### config.mk
export PLATFORM = sky130hd
export DESIGN_NAME = forwarding_mp
export DESIGN_NICKNAME = d
export VERILOG_FILES = /design/src/rtl/forwarding_mp.sv
export SDC_FILE = /design/constraint.sdc
export NUM_CORES = 1
export LEC_CHECK = 0
export BUFFER_PORTS_ARGS = -buffer_cell sky130_fd_sc_hd__buf_4
export CORE_UTILIZATION = 53
export DETAILED_ROUTE_END_ITERATION = 10
export PLACE_DENSITY = 0.8
export RECOVER_POWER = 100
export SETUP_SLACK_MARGIN = 0.5
export SKIP_CTS_REPAIR_TIMING = 1
export SYNTH_ARGS = -nofsm -noshare
export SYNTH_HDL_FRONTEND = slang
export SYNTH_SLANG_ARGS = --single-unit
### constraint.sdc
create_clock -name h_clk -period 2.4 [get_ports h_clk]
set_input_delay 0.24 -clock h_clk [delete_from_list [all_inputs] [get_ports h_clk]]
set_output_delay 0.24 -clock h_clk [all_outputs]
set_load 0.005 [all_outputs]
### src/rtl/forwarding_mp.sv
// Multi-port operand forwarder at the decode/execute boundary: per-port ALU/WB/history/regfile
// selection, registered operands, and a load-use stall FSM with a sticky runaway-stall flag.
module forwarding_mp #(
    parameter int DWIDTH    = 32,
    parameter int AWIDTH    = 5,
    parameter int NPORTS    = 2,
    parameter int HDEPTH    = 2,
    parameter int MAX_STALL = 15
) (
    input  logic                     h_clk,
    input  logic                     h_rst,
    input  logic                     h_i_ce,
    input  logic                     h_i_flush,
    input  logic [NPORTS*DWIDTH-1:0] h_data_reg,
    input  logic [NPORTS*AWIDTH-1:0] h_decoder_addr,
    input  logic                     h_i_valid_alu,
    input  logic                     h_i_we_reg_alu,
    input  logic [AWIDTH-1:0]        h_i_alu_addr_rd,
    input  logic [DWIDTH-1:0]        h_i_alu_data_rd,
    input  logic                     h_i_memoryaccess_ce,
    input  logic                     h_i_we_reg_mem,
    input  logic [AWIDTH-1:0]        h_i_addr_rd_mem,
    input  logic [DWIDTH-1:0]        h_i_data_rd_wb,
    input  logic                     h_i_wb_ce,
    output logic [NPORTS*DWIDTH-1:0] h_data_out,
    output logic [NPORTS*2-1:0]      h_o_fwd_src,
    output logic                     h_alu_force_stall_out,
    output logic                     h_o_stall_timeout
);

    localparam int CW = $clog2(MAX_STALL + 1);

    typedef enum logic {
        ST_IDLE,
        ST_STALL
    } state_t;

    localparam logic [1:0] SRC_REG  = 2'b00;
    localparam logic [1:0] SRC_ALU  = 2'b01;
    localparam logic [1:0] SRC_WB   = 2'b10;
    localparam logic [1:0] SRC_HIST = 2'b11;

    // Retired-write history, entry 0 newest
    logic              hist_valid_q [HDEPTH];
    logic [AWIDTH-1:0] hist_addr_q  [HDEPTH];
    logic [DWIDTH-1:0] hist_data_q  [HDEPTH];
    logic              hist_we;

    logic              hist_hit  [NPORTS];
    logic [DWIDTH-1:0] hist_rdat [NPORTS];

    logic [NPORTS*DWIDTH-1:0] data_d, data_q;
    logic [NPORTS*2-1:0]      src_d, src_q;
    logic                     hazard;

    state_t        state_d, state_q;
    logic [CW-1:0] cnt_d, cnt_q;
    logic          stall_d, stall_q;
    logic          timeout_d, timeout_q;

    assign hist_we = h_i_wb_ce & h_i_we_reg_mem & (h_i_addr_rd_mem != '0);

    // Newest matching entry wins: scan oldest to newest so later hits overwrite.
    always_comb begin
        for (int p = 0; p < NPORTS; p++) begin
            hist_hit[p]  = 1'b0;
            hist_rdat[p] = '0;
            for (int i = HDEPTH - 1; i >= 0; i--) begin
                if (hist_valid_q[i] && hist_addr_q[i] == h_decoder_addr[p*AWIDTH +: AWIDTH]) begin
                    hist_hit[p]  = 1'b1;
                    hist_rdat[p] = hist_data_q[i];
                end
            end
        end
    end

    // NOTE: every always_comb output gets a default first so no path leaves it unassigned (no latch).
    always_comb begin
        data_d = h_data_reg;
        src_d  = '0;
        hazard = 1'b0;
        for (int p = 0; p < NPORTS; p++) begin
            if (h_decoder_addr[p*AWIDTH +: AWIDTH] == '0) begin
                data_d[p*DWIDTH +: DWIDTH] = '0;
            end else if (h_decoder_addr[p*AWIDTH +: AWIDTH] == h_i_alu_addr_rd &&
                         h_i_we_reg_alu && h_i_memoryaccess_ce) begin
                // An invalid ALU result (load in flight) stalls; WB is never a fallback here.
                if (h_i_valid_alu) begin
                    data_d[p*DWIDTH +: DWIDTH] = h_i_alu_data_rd;
                    src_d[p*2 +: 2]            = SRC_ALU;
                end else begin
                    hazard = 1'b1;
                end
            end else if (h_decoder_addr[p*AWIDTH +: AWIDTH] == h_i_addr_rd_mem &&
                         h_i_we_reg_mem && h_i_wb_ce) begin
                data_d[p*DWIDTH +: DWIDTH] = h_i_data_rd_wb;
                src_d[p*2 +: 2]            = SRC_WB;
            end else if (hist_hit[p]) begin
                data_d[p*DWIDTH +: DWIDTH] = hist_rdat[p];
                src_d[p*2 +: 2]            = SRC_HIST;
            end else begin
                src_d[p*2 +: 2]            = SRC_REG;
            end
        end
    end

    always_comb begin
        state_d   = state_q;
        cnt_d     = cnt_q;
        stall_d   = stall_q;
        timeout_d = timeout_q;
        if (h_i_flush) begin
            state_d   = ST_IDLE;
            cnt_d     = '0;
            stall_d   = 1'b0;
            timeout_d = 1'b0;
        end else if (h_i_ce) begin
            stall_d = hazard;
            case (state_q)
                ST_IDLE: begin
                    if (hazard) begin
                        state_d = ST_STALL;
                        cnt_d   = CW'(1);
                    end
                end
                ST_STALL: begin
                    if (hazard) begin
                        if (cnt_q != CW'(MAX_STALL)) cnt_d = cnt_q + 1'b1;
                    end else begin
                        state_d = ST_IDLE;
                        cnt_d   = '0;
                    end
                end
                default: begin
                    state_d = ST_IDLE;
                    cnt_d   = '0;
                end
            endcase
            timeout_d = timeout_q | (cnt_d == CW'(MAX_STALL));
        end
    end

    // NOTE: sequential state uses non-blocking assignments so all registers update from pre-edge values.
    always_ff @(posedge h_clk or negedge h_rst) begin
        if (!h_rst) begin
            data_q    <= '0;
            src_q     <= '0;
            state_q   <= ST_IDLE;
            cnt_q     <= '0;
            stall_q   <= 1'b0;
            timeout_q <= 1'b0;
        end else begin
            state_q   <= state_d;
            cnt_q     <= cnt_d;
            stall_q   <= stall_d;
            timeout_q <= timeout_d;
            if (h_i_flush) begin
                data_q <= '0;
                src_q  <= '0;
            end else if (h_i_ce) begin
                data_q <= data_d;
                src_q  <= src_d;
            end
        end
    end

    // NOTE: only history valid bits are reset; addr/data are qualified by valid and need no reset.
    always_ff @(posedge h_clk or negedge h_rst) begin
        if (!h_rst) begin
            for (int i = 0; i < HDEPTH; i++) hist_valid_q[i] <= 1'b0;
        end else if (hist_we) begin
            hist_valid_q[0] <= 1'b1;
            for (int i = 1; i < HDEPTH; i++) hist_valid_q[i] <= hist_valid_q[i-1];
        end
    end

    always_ff @(posedge h_clk) begin
        if (hist_we) begin
            hist_addr_q[0] <= h_i_addr_rd_mem;
            hist_data_q[0] <= h_i_data_rd_wb;
            for (int i = 1; i < HDEPTH; i++) begin
                hist_addr_q[i] <= hist_addr_q[i-1];
                hist_data_q[i] <= hist_data_q[i-1];
            end
        end
    end

    assign h_data_out            = data_q;
    assign h_o_fwd_src           = src_q;
    assign h_alu_force_stall_out = stall_q;
    assign h_o_stall_timeout     = timeout_q;

endmodule
After elaboration in Yosys (flattened, before gate mapping)
Memory sizes are Yosys's and may differ from the RTL's.
Cells that the tools add are included.
- add/sub/neg operators: 1
- eq/ne operators: 10
- muxes and demuxes: 54
- bitwise gates (word level): 4
- reductions and logical operators: 16
- operators by type and width (cell ; count):
    $mux 32 ; 14
    $mux 64 ; 2
    $eq 5x5->1 ; 8
    $mux 4 ; 9
    $mux 1 ; 20
    $mux 2 ; 8
    $logic_and 1x1->1 ; 12
    $logic_not 5->1 ; 2
    $pmux 4 s2 ; 1
    $reduce_bool 5->1 ; 1
    $add 4x1->4 const B ; 1
    $eq 4x4->1 const B ; 1
    $ne 4x4->1 const B ; 1
    $and 1x1->1 ; 2
    $reduce_bool 2->1 ; 1
    $not 1->1 ; 1
    $or 1x1->1 ; 1
- register bits: 77
- bits in writable memories: 74
- input port bits: 157
- output and inout port bits: 70
- logic and storage cells: 95
- memories: 2
- memories (name ; words ; width ; read ports ; clocked after Yosys merged registers in ; wr ports ; line ; RTL):
    hist_data_q ; 2 ; 32 ; 2 ; 0 ; 2 ; 46 ; logic [DWIDTH-1:0] hist_data_q [HDEPTH];
    hist_addr_q ; 2 ; 5 ; 2 ; 0 ; 2 ; 45 ; logic [AWIDTH-1:0] hist_addr_q [HDEPTH];

Logic depth before layout (Yosys ltp)
Gate-level depths: netlist of the first run.
- word-level depth: 16
- gate-level depth with buffers: 9
- depth with buffers taken out: 6

Worst setup path before layout of the first run
No wires, ideal clock.
- path kind: input port to flip-flop
- from: input port h_i_addr_rd_mem[1]
- to: memory hist_addr_q[0][0] (enable)
- library setup time: 0.586 ns
- data arrival time: 1.854 ns
- data required time: 1.814 ns
- setup slack: -0.041 ns
- stages on the path: 3
- path buffers: 0
- cell sequence: or4_1 -> o211ai_1 -> inv_1
- RTL lines (item ; line ; RTL):
    from (decl) ; 22 ; input logic [AWIDTH-1:0] h_i_addr_rd_mem,
    to (decl) ; 45 ;

==> flow_summary.yaml, run 1 <==
timing:
  rsz0062_at_grt: "yes"
  setup_viol: 0
  holdWs_ns: 0.04651
  finalCriticalPeriod_ns: 2.243
  slew_viol_final: 0
  setup_tns_ns: 0
  finalHoldViolCount: 0
  slew_headroom_pct: 18.83
  finClkSkew_ns: 0.006995
  worst_slew_pin_slew_ns: 1.217
  max_freq_ghz: 0.4458
  fin_crit_sh_pct: 93.47
setup_path:
  rrSetupSlack_ns: 0.16
  crit_slowest_cell: "edfxtp_1"
  crit_path_start_kind: "flop"
  ff2ff_path_depth: 9
  cpPeakStageDelay_ns: 0.45
  worstSetupPathType: "reg -> reg"
  worst-endpoint-arrival_ns: 2.55
  crit_path_max_fanout: 7
  cp.required_ns: 2.70
  critPathCaptureType: "flop"
  crit_chain: "buf_4 -> xor2_1 -> nor4_4 -> nand3_1 -> buf_4 -> nand3_2 -> buf_6 -> o21a_1 -> a221o_1"
  crit_top_cell: "buf_4"
yosys:
  synth_async_sr_flop_share_pct: 50.67
  avgSynthCellArea_um2: 9.911
  syn_area_um2: 8464
  synth_top_area_share_pct: 26.25
  yosysMostFrequentCell: "nor2_1"
  synthCells: 854
  yosys-top-cells-area: "edfxtp_1 (26%), dfrtp_1 (22%), nor2_1 (4.7%), nand2_1 (4.2%), xnor2_1 (3.7%)"
  ys.warnings.count: 0
  synth_edf_count: 74
  ys_seq_elements: 150
  ys_seq_area_share_pct: 48.72
  yosysTopAreaCell: "edfxtp_1"
  syn_nets: 1012
  synth_flop_cell: "dfrtp_1"
  synth_top_cells_by_count: "nor2_1 (105), nand2_1 (95), dfrtp_1 (76), edfxtp_1 (74), o21ai_0 (45)"
  ys_types: 56
grt:
  grtUsageTotal_pct: 33.67
  grt_max_degree: 50
  grt_pass1_vias: 7776
  grt_first_pass_wirelength_mm: 42.22
  overflow: 0
  antenna_found_initial: 0
place:
  io_buffers: 226
  place.gp.congestion: 0.8650
  dp_hpwl_mm: 18.55
floorplanning:
  ios: 227
  start_util_pct: 55.07
  fp.dieArea_um2: 16480
  die_x_um: 128.4
  die_h_um: 128.4
  rows: 45
  core_area_um2: 15370
drt:
  ant_nets: 0
  first_pass_iters: 5
  first_iter_violations: 925
  vias_per_cell: 6.267
  drc_errors: 0
  routedWlPerCell_um: 21.30
  wl_mm: 27.95
  via_count: 8222
hold_path:
  min_path_type: "in -> reg"
  worstHoldPathCells: 2
cts:
  cts_buffers: 17
  cts_max_level: 4
  root_buffer: "clkbuf_16"
  clock_latency_ns: 0.43
  cts_tree: "yes"
  clk_path_buf_depth: 2
  path_clk_slew_ns: 0.06
  clock_sinks: 150
pwr:
  powerDensity_nw_per_um2: 611.6
  leakage_nw: 4.542
  peakVddDrop_mv: 0.5225
final_layout:
  drive_gt1_share_pct: 28.07
  diodes: 0
  fin_nets: 1246
  area_growth_pct: 31.60
status:
  run_status: "finished, final reports clean"
run:
  drv_cap: 0
[cells by family after synthesis]
logic type / Yosys count / synth area share (%)
and+or+nand+nor: 297 / 15.74
AOI/OAI and AO/OA: 258 / 23.24
DFF: 150 / 48.72
buffers and inverters: 79 / 4.538
xor gates and xnor gates: 41 / 4.242
muxes: 28 / 3.370
adders and majority gates: 1 / 0.1478
[layer usage]
metal  part of all wire (%)  wire length (um)  global-route usage [%]
met1                     39             10970                   44.96
met2                     48             13450                   54.56
met3                    9.7              2714                   6.611
met4                    2.9               808                   12.66
met5                      0                 0                       0
[power breakdown]
part	internal [mW]	switching, mW	leakage [nW]
registers	2.87	0.105	1.70
clock network	1.75	1.06	0.296
logic	0.488	0.540	2.54
total	5.11	1.70	4.54
[cells in the final DEF (no fill, tap or decap), types with 6 or more instances in the layout]
cell type	n
buf_4	157
nor2_1	100
nand2_1	93
dfrtp_1	76
edfxtp_1	74
clkbuf_4	58
clkbuf_1	57
o21ai_0	34
xnor2_1	33
o221ai_1	33
o21a_1	30
o31ai_1	26
mux2i_1	24
nand2b_1	21
nor3_1	21
a21oi_1	19
o22a_1	19
clkbuf_16	17
nand3_1	13
o22ai_1	13
a221o_1	13
o21ai_1	12
a32o_1	11
nand4_1	9
nor4_1	9
a311oi_1	8
a211o_1	8
inv_1	7
buf_6	7
nor2_2	6
[stage by stage]
step	setup WS [ns]	cell area (um2)	util, %	total power [mW]	instances
CTS	-0.01724	11070	72.02	6.798	1295
floorplan	-0.04058	8464	-	3.465	854
detailed placement	0.008981	10470	68.08	4.031	1263
global route	0.08885	11140	72.47	7.000	1312
global placement	0.1500	10470	68.08	4.013	1263
finish	0.1567	11140	72.47	6.813	1312
[sequential cells by signal (all words and copies together) (netlist names)]
register / flops
h_data_out: 64
hist_data_q: 64
hist_addr_q: 10
cnt_q: 4
h_o_fwd_src: 4
hist_valid_q: 2
h_o_stall_timeout: 1
state_q: 1
[worst max-delay path: cells and delay by family (launching register included)]
kind                      cells  cell delay [ns]
buffers and inverters         3             0.53
and+or+nand+nor               3             0.41
DFF                           1             0.45
xor gates and xnor gates      1             0.25
AOI/OAI and AO/OA             2             0.48
[final timing paths]
check	start	to
setup / recovery	hist_addr_q[0][7]	h_data_out[2]
min in group asynchronous	h_rst	h_data_out[48]
setup reg to reg	hist_addr_q[0][7]	h_data_out[2]
max in group asynchronous	h_rst	h_data_out[32]
hold reg to reg	h_data_out[41]	h_data_out[41]
hold / removal	h_i_flush	state_q
[cell type report]
class                      count  area [um2]
fill                        1138        4232
sequential                   150        4124
multi-input combinational    625        4089
timing repair buffer         286        2026
clock buffer                  21       450.4
tap                          211       264.0
clock inverter                11       155.1
inverter                       8       31.28
(Power assumes the default switching activity.)
==> run 2: changes to the inputs <==
- CTS_BUF_LIST: default -> sky130_fd_sc_hd__clkbuf_4 sky130_fd_sc_hd__clkbuf_8 sky130_fd_sc_hd__clkbuf_16
==> flow_summary.yaml, run 2 (same netlist as run 1, synthesis figures left out) <==
status:
  run_status: "finished, final reports clean"
hold_path:
  min_path_type: "in -> reg"
drt:
  first_iter_violations: 895
  wl_mm: 28.08
  first_pass_iters: 5
  ant_nets: 0
  routedWlPerCell_um: 21.40
  drc_errors: 0
  via_count: 8267
  vias_per_cell: 6.301
timing:
  setup_tns_ns: 0
  finalCriticalPeriod_ns: 2.241
  finClkSkew_ns: 0.006570
  max_freq_ghz: 0.4462
  setup_viol: 0
  slew_headroom_pct: 16.61
  finalHoldViolCount: 0
  fin_crit_sh_pct: 93.39
  slew_viol_final: 0
  rsz0062_at_grt: "yes"
  worst_slew_pin_slew_ns: 1.251
setup_path:
  reg2reg_to: "h_data_out[2]"
  crit_end: "h_data_out[2]"
  rrSetupSlack_ns: 0.16
  critPathCaptureType: "flop"
  worst-endpoint-arrival_ns: 2.54
  ff2ff_path_depth: 9
  rr_startpoint: "hist_addr_q[0][7]"
  crit_path_max_fanout: 7
  worstSetupPathType: "reg -> reg"
  cp.required_ns: 2.70
  crit_path_start: "hist_addr_q[0][7]"
  crit_path_start_kind: "flop"
place:
  place.gp.congestion: 0.8650
  dp_cells: 1263
  dp_hpwl_mm: 18.55
  io_buffers: 226
grt:
  grt_max_degree: 50
  antenna_found_initial: 0
  grtUsageTotal_pct: 33.68
  grt_first_pass_wirelength_mm: 42.23
  grt_pass1_vias: 7775
  overflow: 0
cts:
  clock_latency_ns: 0.43
  clk_path_buf_depth: 2
  clock_sinks: 150
  cts_buffers: 17
  path_clk_slew_ns: 0.06
  root_buffer: "clkbuf_16"
  cts_tree: "yes"
  cts_max_level: 4
pwr:
  peakVddDrop_mv: 0.5243
  fin_total_pwr_mw: 6.857
  powerDensity_nw_per_um2: 614.9
  leakage_nw: 4.553
floorplanning:
  rows: 45
  fp.dieArea_um2: 16480
  die_h_um: 128.4
  die_x_um: 128.4
  ios: 227
  core_area_um2: 15370
  start_util_pct: 55.07
final_layout:
  final_cells: 1312
  layout_commonest_cell: "buf_4"
  fin_nets: 1246
  diodes: 0
  fillCellCount: 1134
  multi_input_area_um2: 4089
  area_growth_pct: 31.74
  drive_gt1_share_pct: 28.34
  regArea_um2: 4124
  final_cell_mix: "buf_4 (157), nor2_1 (100), nand2_1 (93), dfrtp_1 (76), edfxtp_1 (74)"
run:
  drv_cap: 0
==> run 2: changes by cell type in the layout (fill, tap and decap cells not counted) <==
cell | previous run | this run
clkbuf_1 | 57 | 54
clkbuf_4 | 58 | 61
==> run 2: where the power goes <==
| part | switching (mW) | total (mW) | internal, mW |
|---|---|---|---|
| Sequential | 0.105 | 2.98 | 2.87 |
| Clock | 1.06 | 2.85 | 1.79 |
| Combinational | 0.543 | 1.03 | 0.488 |
==> run 2: area by class of cell <==
class                   instances  area share, %
inverters                       8         0.2805
clock buffers                  21          4.140
flip-flops and latches        150          36.98
clock inverters                11          1.391
multi-input cells             625          36.67
well taps                     211          2.368
repair buffers                286          18.17
==> run 2: how the worst min path moves through the flow <==
stage,from,depth (start not counted),end,slack (ns)
2_1_floorplan,h_rst,0,cnt_q[0],-0.06
3_3_place_gp,h_rst,1,h_data_out[48],0.26
3_5_place_dp,h_rst,1,h_data_out[48],0.26
4_1_cts,h_rst,1,h_data_out[48],-0.19
5_1_grt,h_i_flush,2,state_q,0.04
6_report,h_i_flush,2,state_q,0.05
==> run 2: metal layers <==
layer	share of wire, %	global-route usage (%)	vias to the layer above
met5	0	0	-
met4	2.8	12.66	0
met3	9.3	6.611	73
met2	48	54.59	513
met1	40	44.96	4014
li1	-	-	3667
==> run 2: metrics by stage <==
| stage | utilization [%] | hold slack (ns) | setup slack [ns] | cell area [um2] |
|---|---|---|---|---|
| floorplan | - | -0.05559 | -0.04058 | 8464 |
| global placement | 68.08 | 0.2597 | 0.1500 | 10470 |
| detailed placement | 68.08 | 0.2612 | 0.008981 | 10470 |
| CTS | 72.10 | -0.1854 | -0.01724 | 11080 |
| global route | 72.54 | 0.04166 | 0.08885 | 11150 |
| finish | 72.54 | 0.04591 | 0.1587 | 11150 |
==> run 2: worst max-delay path: stages, from the launching register on <==
cell	delay [ns]
edfxtp_1	0.45
buf_4	0.17
xor2_1	0.26
nor4_4	0.08
nand3_1	0.19
buf_4	0.18
nand3_2	0.13
buf_6	0.18
o21a_1	0.16
a221o_1	0.32
